[src/rtl/sort_pkg.sv]
// ---------------------------------------------------------------------------
// sort_pkg
// Shared definitions for the sorting-network family (sorter, feeder and the
// result serializer). Holds the frame geometry and sorter pipeline depth so
// every block agrees on them.
//   data_t        : one sorted word
//   SORT_N        : words per frame (sorter width)
//   SORT_LATENCY  : sorter pipeline depth in clock edges
// ---------------------------------------------------------------------------
package sort_pkg;

    localparam int SORT_WIDTH   = 32;
    localparam int SORT_N       = 10;
    localparam int SORT_LATENCY = 8;

    typedef logic [SORT_WIDTH-1:0] data_t;

endpackage

[src/rtl/sort_valid_pipe.sv]
// ---------------------------------------------------------------------------
// sort_valid_pipe
// Launch-tag delay line matched to the sorter latency. A tag enters at bit 0
// with launch_i and reaches the last bit exactly when the sorter output holds
// that frame's result.
//   clk       in   rising-edge clock
//   rst       in   asynchronous, active-high reset (clears all tags)
//   launch_i  in   frame presented to the sorter this cycle
//   tap_o     out  sorter output carries a launched frame this cycle
//   any_o     out  at least one frame is in flight
// LATENCY must be 2 or more.
// ---------------------------------------------------------------------------
module sort_valid_pipe #(
    parameter int LATENCY = 8
) (
    input  logic clk,
    input  logic rst,
    input  logic launch_i,
    output logic tap_o,
    output logic any_o
);

    logic [LATENCY-1:0] tag_q;
    logic [LATENCY-1:0] tag_d;

    always_comb begin
        tag_d = {tag_q[LATENCY-2:0], launch_i};
    end

    always_ff @(posedge clk or posedge rst) begin
        if (rst) begin
            tag_q <= '0;
        end else begin
            tag_q <= tag_d;
        end
    end

    assign tap_o = tag_q[LATENCY-1];
    assign any_o = |tag_q;

endmodule

[src/rtl/sort_result_serializer.sv]
// ---------------------------------------------------------------------------
// sort_result_serializer
// Drain side of the pipelined sorter. Captures each emerging sorted frame
// into a 2-slot buffer and streams its words out one per beat, lane 0 first,
// on a valid/ready interface with a last marker.
//   clk        in   rising-edge clock shared with the sorter
//   rst        in   asynchronous, active-high reset
//   launch     in   upstream presents a frame to the sorter this cycle
//   sort_in    in   sorter outputs, lane k = sort_k
//   out_data   out  current stream word (0 when out_valid=0)
//   out_valid  out  out_data is valid
//   out_ready  in   consumer accepts the word at this edge
//   out_last   out  current word is the final word of its frame
//   overflow   out  sticky: a frame was dropped because both slots were full
//   busy       out  a frame is in flight in the sorter or buffered here
//
// Handshake: a beat happens at a rising edge where out_valid && out_ready.
// While out_valid=1 and out_ready=0, out_data and out_last hold steady;
// out_valid never drops without a beat.
// ---------------------------------------------------------------------------
module sort_result_serializer
    import sort_pkg::*;
#(
    parameter int N       = SORT_N,
    parameter int WIDTH   = SORT_WIDTH,
    parameter int LATENCY = SORT_LATENCY
) (
    input  logic               clk,
    input  logic               rst,
    input  logic               launch,
    input  logic [N*WIDTH-1:0] sort_in,
    output logic [WIDTH-1:0]   out_data,
    output logic               out_valid,
    input  logic               out_ready,
    output logic               out_last,
    output logic               overflow,
    output logic               busy
);

    localparam int IDX_W = $clog2(N);
    localparam logic [IDX_W-1:0] LAST_IDX = IDX_W'(N - 1);

    logic tap;
    logic tags_any;

    sort_valid_pipe #(
        .LATENCY (LATENCY)
    ) u_valid_pipe (
        .clk      (clk),
        .rst      (rst),
        .launch_i (launch),
        .tap_o    (tap),
        .any_o    (tags_any)
    );

    // Buffer storage is deliberately unreset: contents are only read once a
    // slot has been written, and occupancy gates everything visible.
    logic [N*WIDTH-1:0] slot_q [2];

    logic [1:0]       occ_q,  occ_d;
    logic             head_q, head_d;
    logic             tail_q, tail_d;
    logic [IDX_W-1:0] idx_q,  idx_d;
    logic             ovf_q,  ovf_d;

    logic             beat;
    logic             last_beat;
    logic             cap;
    logic             drop;
    logic [N*WIDTH-1:0] head_frame;

    always_comb begin
        beat      = out_valid && out_ready;
        last_beat = beat && (idx_q == LAST_IDX);
        // When full, a last-beat pop frees the head slot at the same edge;
        // tail equals head in that state, so the capture lands in the freed slot.
        cap       = tap && ((occ_q != 2'd2) || last_beat);
        drop      = tap && !cap;

        occ_d = occ_q;
        if (cap && !last_beat) begin
            occ_d = occ_q + 2'd1;
        end else if (!cap && last_beat) begin
            occ_d = occ_q - 2'd1;
        end

        head_d = last_beat ? ~head_q : head_q;
        tail_d = cap ? ~tail_q : tail_q;

        idx_d = idx_q;
        if (beat) begin
            idx_d = (idx_q == LAST_IDX) ? '0 : idx_q + 1'b1;
        end

        ovf_d = ovf_q | drop;
    end

    always_ff @(posedge clk or posedge rst) begin
        if (rst) begin
            occ_q  <= '0;
            head_q <= 1'b0;
            tail_q <= 1'b0;
            idx_q  <= '0;
            ovf_q  <= 1'b0;
        end else begin
            occ_q  <= occ_d;
            head_q <= head_d;
            tail_q <= tail_d;
            idx_q  <= idx_d;
            ovf_q  <= ovf_d;
        end
    end

    always_ff @(posedge clk) begin
        if (cap) begin
            slot_q[tail_q] <= sort_in;
        end
    end

    always_comb begin
        head_frame = slot_q[head_q];
        out_valid  = (occ_q != 2'd0);
        out_data   = out_valid ? head_frame[int'(idx_q)*WIDTH +: WIDTH] : '0;
        out_last   = out_valid && (idx_q == LAST_IDX);
        overflow   = ovf_q;
        busy       = out_valid || tags_any;
    end

endmodule

[config.mk]
export PLATFORM = sky130hd
export DESIGN_NAME = sort_result_serializer
export DESIGN_NICKNAME = d
export VERILOG_FILES = /design/src/rtl/sort_pkg.sv /design/src/rtl/sort_valid_pipe.sv /design/src/rtl/sort_result_serializer.sv
export SDC_FILE = /design/constraint.sdc
export NUM_CORES = 1
export LEC_CHECK = 0
export CAP_MARGIN = 10
export CORE_UTILIZATION = 35
export CTS_CLUSTER_SIZE = 14
export DETAILED_ROUTE_END_ITERATION = 16
export PLACE_DENSITY = 0.63
export SLEW_MARGIN = 20
export SYNTH_ARGS = -nofsm -noshare
export SYNTH_HDL_FRONTEND = slang
export SYNTH_SLANG_ARGS = --single-unit
[constraint.sdc]
create_clock -name clk -period 20 [get_ports clk]
set_input_delay 4 -clock clk [delete_from_list [all_inputs] [get_ports clk]]
set_output_delay 4 -clock clk [all_outputs]
set_load 0.02 [all_outputs]
# [Word-level counts from Yosys, hierarchy flattened]
# Memory sizes are Yosys's and may differ from the RTL's.
# Cells that the tools add are included.
# Widths: inputs -> output; s select.
[word_totals] regBits=17 ram_bits=640 out_inout_bits=36 n_memories=1
[op_classes] addsub=3 eq_ne=2 shifts=1 n_mux=6 n_bitwise=3 reduce_logical=14
[mem_list] memory="slot_q" depth=2 width=320 read_ports=1 rd_ports_with_merged_regs=0 write_ports=1 line="sort_result_serializer.sv:58" rtl="logic [N*WIDTH-1:0] slot_q [2];"
[ops] op="$shiftx 320x10->32" n=1
[ops] op="$mux 32" n=1
[ops] op="$reduce_or 8->1" n=1
[ops] op="$logic_and 1x1->1" n=7
[ops] op="$add 4x1->4 const B" n=1
[ops] op="$eq 4x4->1 const B" n=1
[ops] op="$mux 2" n=2
[ops] op="$mux 4" n=1
[ops] op="$reduce_bool 2->1" n=2
[ops] op="$add 2x1->2 const B" n=1
[ops] op="$logic_not 1->1" n=2
[ops] op="$logic_or 1x1->1" n=2
[ops] op="$mux 1" n=2
[ops] op="$ne 2x2->1 const B" n=1
[ops] op="$not 1->1" n=2
[ops] op="$sub 2x1->2 const B" n=1
[ops] op="$or 1x1->1" n=1

# [Longest topological paths before layout]
[logic_depth] word_depth=9 depth_mapped=9 depth_no_buf=8

# [Cells and area by module]
# Synthesis repeated with hierarchy kept, for this count alone.
[hier_totals] cells_unflattened=1185 hier_area_um2=25107.8
[by_module_without_submodules] module="sort_result_serializer" instances=1 cells_per_inst=1173 area_per_inst_um2=24887.6 seq_area_each_um2=19443.6
[by_module_without_submodules] module="sort_valid_pipe" instances=1 cells_per_inst=12 area_per_inst_um2=220.2 seq_area_each_um2=200.2

# [Worst setup path after synthesis]
# No wires, ideal clock.
[synth_timing] kind="input-to-reg" start="input out_ready" end="memory slot_q[0][0] (netlist bit), enable pin" setup_time_ns=1.010 arrival_time_ns=17.774 required_time_ns=18.990 path_slack_ns=1.216 path_stages=4 n_path_buf=0 cell_sequence="o211ai_1 nor2_1 o21ai_0 nor2_1"
[synth_via] elab_chain_cells=6
[synth_lines] item="start: declaration" line="sort_result_serializer.sv:34" rtl="input logic out_ready,"
[synth_lines] item="$logic_and 1x1->1" line="sort_result_serializer.sv:73" rtl="beat = out_valid && out_ready;"
[synth_lines] item="$logic_and 1x1->1" line="sort_result_serializer.sv:74" rtl="last_beat = beat && (idx_q == LAST_IDX);"
[synth_lines] item="$logic_or 1x1->1" line="sort_result_serializer.sv:77" rtl="cap = tap && ((occ_q != 2'd2) || last_beat);"
[synth_lines] item="$logic_and 1x1->1" line="sort_result_serializer.sv:77"
[synth_lines] item="$mux 1" line="sort_result_serializer.sv:115" rtl="if (cap) begin"
[synth_lines] item="$mux 1 (implied by the code)" line="sort_result_serializer.sv:116" rtl="slot_q[tail_q] <= sort_in;"
[synth_lines] item="end: declaration" line="sort_result_serializer.sv:58"
# Every way passes these cells.

# [Final worst setup path]
[layout_timing] start="register head_q" end="output out_data[19]"
[layout_via] elab_chain_cells=3
[layout_lines] item="start: declaration" line="sort_result_serializer.sv:61" rtl="logic head_q, head_d;"
[layout_lines] item="start signal: assignment" line="sort_result_serializer.sv:101" rtl="head_q <= 1'b0;"
[layout_lines] item="start signal: assignment" line="sort_result_serializer.sv:107" rtl="head_q <= head_d;"
[layout_lines] item="$mem_v2 2x320"
[layout_lines] item="$shiftx 320x10->32" line="sort_result_serializer.sv:123" rtl="out_data = out_valid ? head_frame[int'(idx_q)*WIDTH +: WIDTH] : '0;"
[layout_lines] item="$mux 32" line="sort_result_serializer.sv:123"
[layout_lines] item="end: declaration" line="sort_result_serializer.sv:32" rtl="output logic [WIDTH-1:0] out_data,"
# Every way passes these cells.

==> results.ini <==
[layout]
drive_gt1_frac=0.210
syn2layout_area_growth_pct=28.1
final_util=0.453
fin_nets=1794
final_cells=2473

[pwr]
internal_power_mw=3.25
p_leak_nw=10.2
fin_total_pwr_mw=4.63
pwr-share-clk=0.274
switchingPower_mw=1.38
combPwrFrac=0.296
seqPwrFrac=0.430
vdd_drop_max_v=0.000106
power_density_nw_per_um2=146
switching_share=0.298

[clock_network]
clock_sinks=657
cts_tree=built
clockBufferDepth=3
path_clk_slew_ns=0.06
h-tree-depth=3
post_cts_buffers=0
cts-hold-fix-buffers=0
clk_latency_ns=0.61
clock-root-buffer=clkbuf_16
cts_resized=0
cts_buffers=72

[die]
die_h_um=268
io_pins=360
core_um2=70100
die_w_um=268
start_util=0.354
rows=97
die-area_um2=72000

[grt]
antenna_found_initial=19
gr-total-overflow=0
grt_pass1_vias=13092
grt_usage=0.164
grt_pass1_wl_mm=85.4
grt_max_degree=163

[synthesis]
synthFlopType=edfxtp_1
yosysTopAreaCellShare=0.774
post-synth-top-count-cell=edfxtp_1
yosys_register_bits=657
synthTopCellsByArea=edfxtp_1 77%, mux4_2 15%, dfrtp_1 1.7%
synth_area_leader_cell=edfxtp_1
syn-num-nets=1400
yosysSeqAreaShare=0.791
syn-mean-instance-area_um2=23.1
synthArstFlopShare=0.0259
synth_edf_count=640
syn_area_um2=24800
synth-warning-count=0
syn_inst=1075
ys_types=31
yosys-top-cells-count=640 x edfxtp_1, 160 x mux4_2, 38 x nor2_1

[placed_design]
place.port_buffers=359
place.gp.congestion=0.763
dp_hpwl_mm=38.7
place_inst=2335

[timing]
rsz0062_at_grt=false
drv_slew=0
setup_tns_ns=0
worst_hold_slack_ns=0.374
slew_headroom=0.256
min_period_over_period=0.453
fin_crit_ns=9.07
setup_viol=0
max_freq_mhz=110
max_slew.worst_pin.slew_ns=1.12
finalHoldViolCount=0
clock_skew_ns=0.0208

[drt]
drcViolationCount=0
first_iter_violations=907
wirelength_mm=59.4
vias=12341
routed_via_density=4.99
drt_first_pass_iters=5
wire_per_inst_um=24.0
ant_nets=0

[outcome]
status=completed

[critical_path]
end_kind=output pin
cp_data_arrival_time_ns=5.07
worstSetupStartpointType=flip-flop
cp_max_fo=43
r2r_cells=6
required_ns=16.00
worstSetupPathType=reg2out

[run]
cap_violations=0

[min_path]
whs_path_depth=0
hold_class=reg2reg

cells by family after synthesis:
logic type               Yosys count  synth area share
flip-flops                       657             0.791
multiplexers                     193             0.160
AO/OA/AOI/OAI                    103            0.0247
buffers and inverters             64            0.0131
AND/OR/NAND/NOR                   50           0.00831
XOR/XNOR                           7           0.00247
adder cells (fa/ha/maj)            1          0.000504
per-layer routing:
metal | vias up | track usage | share of wire
met5 | - | 0 | 0.0017
met4 | 14 | 0.0596 | 0.026
met3 | 99 | 0.0410 | 0.064
met2 | 362 | 0.252 | 0.47
met1 | 6509 | 0.226 | 0.44
li1 | 5357 | - | -
power by group through the flow:
| stage | sequential, mW | clock [mW] | combinational [mW] |
|---|---|---|---|
| 4_1_cts | 2.00 | 1.30 | 1.41 |
| 2_1_floorplan | 2.13 | 0 | 0.929 |
| 3_5_place_dp | 2.03 | 0 | 1.40 |
| 5_1_grt | 2.02 | 1.35 | 1.47 |
| 3_3_place_gp | 2.01 | 0 | 1.39 |
| 6_report | 1.99 | 1.27 | 1.37 |
cell usage in the layout (no fill, tap or decap), types with 4 or more instances in the layout:
cell type,instances
a22oi_1,32
edfxtp_1,640
mux4_2,160
clkinv_2,11
bufinv_16,4
nor2_1,35
clkinv_1,11
dfrtp_1,15
clkbuf_16,74
mux2_2,32
diode_2,12
inv_1,6
o21ai_1,32
o21ai_0,34
clkdlybuf4s50_1,359
clkbuf_1,15
nand2_1,5
xnor2_1,4
buf_4,14
final timing paths:
| kind | slack, ns | endpoint | from |
|---|---|---|---|
| setup / recovery | 10.93 | out_data[19] | head_q |
| hold reg to reg | 0.37 | u_valid_pipe.tag_q[7] | u_valid_pipe.tag_q[6] |
| max in group asynchronous | 15.61 | idx_q[0] | rst |
| hold / removal | 0.37 | u_valid_pipe.tag_q[7] | u_valid_pipe.tag_q[6] |
| setup reg to reg | 15.16 | slot_q[0][40] | idx_q[0] |
| min in group asynchronous | 3.84 | head_q | rst |
worst max-delay path, stage by stage, from the launching register on:
cell,delay [ns]
dfrtp_4,0.90
buf_4,0.80
buf_4,0.74
mux4_2,0.58
mux2_2,0.29
a22oi_1,0.30
o21ai_1,0.12
clkdlybuf4s50_1,0.59
registers in the layout (all words and copies together), names as in the netlist:
signal              flops
tail_q                  1
overflow                1
u_valid_pipe.tag_q      8
idx_q                   4
head_q                  1
slot_q                640
occ_q                   2
layout make-up:
cell class | count | area (µm²)
fillers | 5965 | 38300
flip-flops and latches | 657 | 19700
multi-input cells | 354 | 4900
repair buffers | 377 | 3760
clock buffers | 90 | 1920
well taps | 940 | 1180
clock inverters | 36 | 339
diodes | 12 | 30.0
inverters | 7 | 27.5
through the flow:
| step | setup slack (ns) | area (µm²) |
|---|---|---|
| after floorplan | 1.22 | 24800 |
| after global routing | 10.47 | 31800 |
| after global placement | 11.33 | 29500 |
| after CTS | 10.63 | 31800 |
| final | 10.93 | 31800 |
| after detailed placement | 11.29 | 29500 |
Note: power is estimated with default switching activity, not from simulation.
